`src/rtl/mutex_sched_if.sv`:
```
// Request/grant pair between mutex_sched and a two-way asynchronous mutex.
interface mutex_sched_if;
  logic req0;
  logic req1;
  logic grant0;
  logic grant1;

  // Scheduler side: drives requests, receives asynchronous grants
  modport master (
    output req0,
    output req1,
    input  grant0,
    input  grant1
  );

  // Mutex side: receives requests, drives grants
  modport slave (
    input  req0,
    input  req1,
    output grant0,
    output grant1
  );
endinterface

```
`src/rtl/mutex_sched.sv`:
```
// mutex_sched: programmable four-phase request generator and protocol checker
// for a two-way asynchronous mutex. Each channel runs IDLE/REQ/HOLD/REL/GAP;
// grants are synchronised, and overlap / spurious-grant / timeout violations
// latch a sticky error with the first error code.
// Optional build macro: MUTEX_SCHED_STATS_EN enables per-channel completion
// counters on cnt0/cnt1; without it they are tied to zero.
module mutex_sched #(
  parameter int unsigned HOLD_W = 8,
  parameter int unsigned TMO    = 1023,
  parameter int unsigned CNT_W  = 16
) (
  input  logic              clk,
  input  logic              reset,
  input  logic              en,
  input  logic              mode,
  input  logic [HOLD_W-1:0] hold0,
  input  logic [HOLD_W-1:0] hold1,
  input  logic [HOLD_W-1:0] gap,
  mutex_sched_if.master     mx,
  output logic              done0,
  output logic              done1,
  output logic              err,
  output logic [1:0]        err_code,
  output logic [CNT_W-1:0]  cnt0,
  output logic [CNT_W-1:0]  cnt1
);

  localparam int unsigned TMR_W = (TMO < 1) ? 1 : $clog2(TMO + 1);

  localparam logic [1:0] E_OVL  = 2'b01;
  localparam logic [1:0] E_SPUR = 2'b10;
  localparam logic [1:0] E_TMO  = 2'b11;

  typedef enum logic [2:0] {
    S_IDLE,
    S_REQ,
    S_HOLD,
    S_REL,
    S_GAP
  } state_t;

  // Grant synchroniser stages
  logic [1:0] gsync_q;
  logic [1:0] gs_q;

  // Per-channel state
  state_t                  st_q [2];
  state_t                  st_d [2];
  logic [1:0][HOLD_W-1:0]  dly_q;
  logic [1:0][HOLD_W-1:0]  dly_d;
  logic [1:0][TMR_W-1:0]   tmr_q;
  logic [1:0][TMR_W-1:0]   tmr_d;
  logic [1:0]              req_q;
  logic [1:0]              req_d;
  logic [1:0]              done_q;
  logic [1:0]              done_d;

  // Shared state
  logic       turn_q;
  logic       turn_d;
  logic       ovl_q;
  logic       ovl_c;
  logic       err_q;
  logic       err_d;
  logic [1:0] code_q;
  logic [1:0] code_d;

  logic [1:0]             start_c;
  logic [1:0]             spur_c;
  logic [1:0]             tmo_c;
  logic [1:0][HOLD_W-1:0] hold_sel;

  // A zero hold is stretched to one cycle so HOLD always terminates
  assign hold_sel[0] = (hold0 == '0) ? HOLD_W'(1) : hold0;
  assign hold_sel[1] = (hold1 == '0) ? HOLD_W'(1) : hold1;

  // Start permission: free-running, or own turn with the other channel idle
  assign start_c[0] = en && (!mode || (!turn_q && (st_q[1] == S_IDLE)));
  assign start_c[1] = en && (!mode || ( turn_q && (st_q[0] == S_IDLE)));

  // Two-flop synchroniser for the asynchronous grants
  always_ff @(posedge clk or negedge reset) begin
    if (!reset) begin
      gsync_q <= '0;
      gs_q    <= '0;
    end else begin
      gsync_q <= {mx.grant1, mx.grant0};
      gs_q    <= gsync_q;
    end
  end

  // Next-state, counters, registered-output inputs and error capture
  always_comb begin
    dly_d  = dly_q;
    tmr_d  = '0;
    req_d  = '0;
    done_d = '0;
    spur_c = '0;
    tmo_c  = '0;
    for (int i = 0; i < 2; i++) begin
      st_d[i] = st_q[i];
      case (st_q[i])
        S_IDLE: begin
          spur_c[i] = gs_q[i];
          if (start_c[i]) begin
            st_d[i] = S_REQ;
          end
        end
        S_REQ: begin
          if (gs_q[i]) begin
            st_d[i]  = S_HOLD;
            dly_d[i] = hold_sel[i];
          end else if (tmr_q[i] == TMR_W'(TMO)) begin
            tmo_c[i] = 1'b1;
            st_d[i]  = S_IDLE;
          end else begin
            tmr_d[i] = tmr_q[i] + TMR_W'(1);
          end
        end
        S_HOLD: begin
          if (dly_q[i] <= HOLD_W'(1)) begin
            st_d[i] = S_REL;
          end else begin
            dly_d[i] = dly_q[i] - HOLD_W'(1);
          end
        end
        S_REL: begin
          if (!gs_q[i]) begin
            done_d[i] = 1'b1;
            dly_d[i]  = gap;
            st_d[i]   = S_GAP;
          end else if (tmr_q[i] == TMR_W'(TMO)) begin
            tmo_c[i] = 1'b1;
            st_d[i]  = S_IDLE;
          end else begin
            tmr_d[i] = tmr_q[i] + TMR_W'(1);
          end
        end
        S_GAP: begin
          spur_c[i] = gs_q[i];
          if (dly_q[i] == '0) begin
            st_d[i] = S_IDLE;
          end else begin
            dly_d[i] = dly_q[i] - HOLD_W'(1);
          end
        end
        default: begin
          st_d[i] = S_IDLE;
        end
      endcase
      req_d[i] = (st_d[i] == S_REQ) || (st_d[i] == S_HOLD);
    end

    turn_d = turn_q ^ done_d[0] ^ done_d[1];

    // One cycle of both grants is synchroniser skew; two is a real overlap
    ovl_c  = gs_q[0] & gs_q[1];
    err_d  = err_q;
    code_d = code_q;
    if (!err_q) begin
      if (ovl_c && ovl_q) begin
        err_d  = 1'b1;
        code_d = E_OVL;
      end else if (|spur_c) begin
        err_d  = 1'b1;
        code_d = E_SPUR;
      end else if (|tmo_c) begin
        err_d  = 1'b1;
        code_d = E_TMO;
      end
    end
  end

  // State and registered outputs; reset drops req immediately
  always_ff @(posedge clk or negedge reset) begin
    if (!reset) begin
      st_q[0] <= S_IDLE;
      st_q[1] <= S_IDLE;
      dly_q   <= '0;
      tmr_q   <= '0;
      req_q   <= '0;
      done_q  <= '0;
      turn_q  <= 1'b0;
      ovl_q   <= 1'b0;
      err_q   <= 1'b0;
      code_q  <= 2'b00;
    end else begin
      st_q[0] <= st_d[0];
      st_q[1] <= st_d[1];
      dly_q   <= dly_d;
      tmr_q   <= tmr_d;
      req_q   <= req_d;
      done_q  <= done_d;
      turn_q  <= turn_d;
      ovl_q   <= ovl_c;
      err_q   <= err_d;
      code_q  <= code_d;
    end
  end

  assign mx.req0  = req_q[0];
  assign mx.req1  = req_q[1];
  assign done0    = done_q[0];
  assign done1    = done_q[1];
  assign err      = err_q;
  assign err_code = code_q;

`ifdef MUTEX_SCHED_STATS_EN
  logic [CNT_W-1:0] cnt0_q;
  logic [CNT_W-1:0] cnt1_q;

  // Completed-handshake counters, updated alongside the done pulses
  always_ff @(posedge clk or negedge reset) begin
    if (!reset) begin
      cnt0_q <= '0;
      cnt1_q <= '0;
    end else begin
      if (done_d[0]) begin
        cnt0_q <= cnt0_q + CNT_W'(1);
      end
      if (done_d[1]) begin
        cnt1_q <= cnt1_q + CNT_W'(1);
      end
    end
  end

  assign cnt0 = cnt0_q;
  assign cnt1 = cnt1_q;
`else
  assign cnt0 = '0;
  assign cnt1 = '0;
`endif

endmodule

```
`src/flat_wrapper.sv`:
```
// flat-port wrapper written by rule: the top's interface ports become plain ports
module mutex_sched_flat 
#(
  parameter int unsigned HOLD_W = 8,
  parameter int unsigned TMO    = 1023,
  parameter int unsigned CNT_W  = 16
)
  (clk, reset, en, mode, hold0, hold1, gap, done0, done1, err, err_code, cnt0, cnt1, mx_req0, mx_req1, mx_grant0, mx_grant1);
  mutex_sched_if mx_i ();
  input  logic clk;
  input  logic reset;
  input  logic en;
  input  logic mode;
  input  logic [HOLD_W-1:0] hold0;
  input  logic [HOLD_W-1:0] hold1;
  input  logic [HOLD_W-1:0] gap;
  output logic done0;
  output logic done1;
  output logic err;
  output logic [1:0] err_code;
  output logic [CNT_W-1:0] cnt0;
  output logic [CNT_W-1:0] cnt1;
  output wire logic [$bits(mx_i.req0)-1:0] mx_req0;
  output wire logic [$bits(mx_i.req1)-1:0] mx_req1;
  input wire logic [$bits(mx_i.grant0)-1:0] mx_grant0;
  input wire logic [$bits(mx_i.grant1)-1:0] mx_grant1;
  assign mx_req0 = mx_i.req0;
  assign mx_req1 = mx_i.req1;
  assign mx_i.grant0 = mx_grant0;
  assign mx_i.grant1 = mx_grant1;
  mutex_sched #(.HOLD_W(HOLD_W), .TMO(TMO), .CNT_W(CNT_W)) u_core (.clk(clk), .reset(reset), .en(en), .mode(mode), .hold0(hold0), .hold1(hold1), .gap(gap), .mx(mx_i), .done0(done0), .done1(done1), .err(err), .err_code(err_code), .cnt0(cnt0), .cnt1(cnt1));
endmodule
```
`config.mk`:
```
export PLATFORM = sky130hd
export DESIGN_NAME = mutex_sched_flat
export DESIGN_NICKNAME = d
export VERILOG_FILES = /design/src/rtl/mutex_sched_if.sv /design/src/rtl/mutex_sched.sv /design/src/flat_wrapper.sv
export SDC_FILE = /design/constraint.sdc
export NUM_CORES = 1
export LEC_CHECK = 0
export BUFFER_PORTS_ARGS = -buffer_cell sky130_fd_sc_hd__buf_2
export CAP_MARGIN = 15
export CORE_MARGIN = 2
export CORE_UTILIZATION = 35
export DETAILED_ROUTE_END_ITERATION = 12
export HOLD_SLACK_MARGIN = 0.02
export PLACE_DENSITY = 0.64
export RECOVER_POWER = 50
export SYNTH_ARGS = -nofsm -noshare
export SYNTH_HDL_FRONTEND = slang
export SYNTH_SLANG_ARGS = --single-unit
```
`constraint.sdc`:
```
create_clock -name clk -period 2 [get_ports clk]
set_input_delay 0.4 -clock clk [delete_from_list [all_inputs] [get_ports clk]]
set_output_delay 0.4 -clock clk [all_outputs]
set_load 0.02 [all_outputs]
```
==> run summary <==
The most critical setup path has its startpoint at u_core.dly_q[12]. The flow ran to the end, and the final reports show no timing, DRC or antenna violations. The tools report the endpoint kind of the worst setup timing path as a register.

Once the clock tree was built, the resizer swapped 0 gates to a different size. Fraction of power spent switching nets: 0.428. The routed design uses 3330 um of met2 wire.

The die boundary height works out to 102 um. Counting the buffers created by CTS gives 5. The share of total power in the clock network is 0.139. The combinational power share was 0.533. The die covers 0.0104 sq mm. The clock drives 55 sinks. Master cell of the clock root buffer: clkbuf_8. The required time at the worst-slack endpoint is 2.18 ns. The kind of cell adding the most delay to the critical path was simple AND/OR/NAND/NOR gates.

The layout cell share with drive strength beyond 1 works out to 0.178. The hold path depth was 1. The initialized floorplan defines 35 standard-cell rows. The biggest area contributor in the post-synthesis netlist is dfrtp_1.

For this design the top-level I/O count stands at 69. The critical path runs through a total of 6 cells. The initial cell density of the core is 0.362. Setup repair after global routing left no endpoint under its margin.

The logs give 0.00335 sq mm for the combined area of all synthesized cells and 0.133 ns for the setup slack at placement. Entering global routing, the biggest net connects 56 pins. After detailed placement, the total cell area comes to 0.00368 sq mm.

A synthesized cell averages 9.02 sq um. The average via count per standard cell was 5.04; the number of max-cap violations was 0. The highest metal layer carrying signal wires in the routed design is met4. Area share of the leading cell type in the synthesized netlist: 0.411. In the post-synthesis netlist, the biggest area contributors are dfrtp_1 41%, buf_4 7.2%, nor2_1 5.8%, xor2_1 3.4%, nand2_1 2.9%. For this run, the slowest stage of the critical path takes 0.44 ns. Routability-driven placement finished with a final weighted congestion of 0.896.

Synthesis handed over a netlist of 371 instances. The most used flip-flop cell after synthesis is dfrtp_1. The first-pass detailed-route iteration total was 4.

The actual slew at the worst max-slew pin is 1.36 ns, and the post-CTS setup-driven buffer insertion count is 0. The analysis attributes to net switching a power of 2.23 mW. The worst hold path begins at mx_grant1.

The initial antenna violation count was 0. For this design the static power due to leakage is 1.72 nW. The via count of the first global-routing pass is 2613.

The logs give 0.0954 for the relative slew slack and 2.05 ns for the data arrival time of the critical path. The count of flip-flops with a built-in enable after synthesis is 0. In this run the tool buffered the top-level ports with 36 buffer cells.

Counting flops and latches in the post-synthesis netlist gives 55. The routed layout has 2778 vias. The final-report max-slew violation count was 0; the clock tree skew after final layout was 0.00792 ns.

The all-layer global routing usage came out at 0.147. After synthesis, the netlist uses 61 different library cells. Measured in cells, the most critical reg-to-reg path has a length of 6. Clock-pin slew was measured on the worst setup and hold paths at 0.10 ns.

After layout, the worst setup slack is 0.128 ns. The routed wirelength normalized by instance count came out at 13.0 um. The logs give 0.411 for the part of the Yosys area used for sequential elements and 544 for the placed cell count.

Cell internal power was estimated by the tool at 2.98 mW. The logs give 3440 um for the wire length on met1 and 0.412 for the share of the core filled with cells in the final layout. Among all stages on the critical path, the largest delay is contributed by or3_4.

The logs give 0 for the remaining routing DRC violations and 12300 um for the wire length of the first global-routing pass. Traced cell by cell, the critical path runs through or3_4, o311ai_2, nand4_2, buf_4, o2111ai_1, o211ai_2. The worst setup path is launched from a register. In this run the critical register-to-register path is launched from u_core.dly_q[12]. After the flow finishes, the layout carries non-filler instances totaling 551. The H-tree was split into 2 levels. The clock tree buffer depth is 2, and the power density relative to cell area is 1370 mW/mm^2. After the first detailed-routing iteration, the DRC count stood at 169. The layout net count is 459. The number of hold buffers added after CTS was 0.

Once detail routing completed, the nets flagged for antenna violations numbered 0. Along the worst path, the maximum fanout reaches 6. The register share of total power was 0.328; the share of flip-flops with an asynchronous set or reset was 1.00. For this run, the number of Yosys warnings is 0. Final count of hold timing violations: 0. The smallest clock period supported by the final layout is computed as 1.87 ns. 0 antenna diodes ended up in the layout.

VDD sags by at most 605 uV. The floorplan step set the die width to 102 um. The met3 routed wirelength is 332 um, and the number of setup violations in the final report is 0.

Global routing finished with a remaining overflow of 0. The number of buffers and inverters on the critical path came out at 1. TritonCTS built the clock tree.

The total negative setup slack was 0 ns; the share of the clock period used by the worst path was 0.936. The worst setup path is of the reg -> reg kind. Class of the tightest hold or removal check: in -> reg.

The HPWL after detailed placement was 5330 um; the core box area was 0.00924 sq mm. The tools report the area of all placed cells without fillers as 0.00380 sq mm. From synthesis to final layout, the design area changed by 13.6%. Clock latency on the worst-skew pair, taken at its later pin, is 0.30 ns.

Post-detailed-routing wire length: 7160 um. The fmax was 0.534 GHz.
worst paths after layout:
check / slack (ns) / end
worst max-delay path: 0.13 / u_core.dly_q[8]
worst min-delay path: 0.19 / u_core.gsync_q[1]
worst max register to register: 0.13 / u_core.dly_q[8]
worst min register to register: 0.36 / u_core.gs_q[1]
max in group asynchronous: 0.71 / u_core.dly_q[15]
min in group asynchronous: 0.48 / u_core.dly_q[4]
final cells by class:
| type | instances | area (sq um) |
|---|---|---|
| timing repair buffer | 58 | 343 |
| clock buffer | 5 | 68.8 |
| inverter | 11 | 41.3 |
| tap | 129 | 161 |
| clock inverter | 2 | 37.5 |
| fill | 922 | 5440 |
| sequential | 55 | 1380 |
| multi-input combinational | 291 | 1780 |
state kept, by name, summed over array words and instances (netlist names):
| name | count |
|---|---|
| u_core.tmr_q | 20 |
| u_core.dly_q | 16 |
| u_core.st_q | 6 |
| u_core.done_q | 2 |
| u_core.err_code | 2 |
| u_core.gs_q | 2 |
| u_core.gsync_q | 2 |
| u_core.req_q | 2 |
| u_core.err | 1 |
| u_core.ovl_q | 1 |
| u_core.turn_q | 1 |
cell usage after synthesis, types with 2 or more instances:
library cell  count
buf_2             5
or2_1             3
o41ai_1           3
a221o_1           4
a211o_1           2
nand2b_1          6
xnor2_1           8
a21oi_1          14
buf_4            32
a221oi_1          7
nor3_1           12
dfrtp_1          55
a21o_1            2
and2_1            3
nand3_1          10
o21ai_0           9
o21ai_1           8
nor4_1            7
nand3b_1          3
a22oi_1           2
nor3b_1           2
nor2b_1           4
and4_1            2
nor2_1           52
a22o_1            6
and3b_1           2
xor2_1           13
or3_1             6
clkbuf_1          6
o22ai_1           4
ha_1              7
and3_1            4
mux2i_1           3
nand2_1          26
nand4_1           4
inv_1            10
layout by cell type (no fill, tap or decap), types with 9 or more instances in the layout:
master and n:
a21oi_1 14, buf_2 36, buf_4 21, conb_1 32
dfrtp_1 55, inv_1 10, nand2_1 26, nand3_1 10
nor2_1 52, nor3_1 11, o21ai_0 9, xor2_1 13
cell families after synthesis:
group           count (synthesis)  synth area share
xor+xnor                       21            0.0549
compound gates                 76             0.165
fa+ha+maj                       7            0.0262
flops                          55             0.411
mux                             4            0.0123
other cells                     1           0.00112
simple gates                  151             0.227
buf+inv                        56             0.103
routing by layer:
| layer | global-route usage | vias up |
|---|---|---|
| li1 | - | 1359 |
| met1 | 0.214 | 1335 |
| met2 | 0.234 | 79 |
| met3 | 0.0228 | 5 |
| met4 | 0.0249 | 0 |
| met5 | 0 | - |
per-stage QoR:
stage               hold WS (ns)  power (mW)
floorplan                  0.104        3.66
global placement           0.336        4.42
detailed placement         0.340        4.44
CTS                       0.0852        5.19
global route               0.179        5.64
finish                     0.193        5.21
power groups by stage:
stage | sequential (mW) | clock (mW) | combinational, mW
after floorplan | 1.66 | 0 | 2.00
after global placement | 1.72 | 0 | 2.70
after detailed placement | 1.72 | 0 | 2.72
after CTS | 1.70 | 0.745 | 2.74
after global routing | 1.77 | 0.783 | 3.09
final | 1.71 | 0.726 | 2.78
(Power assumes the default switching activity.)
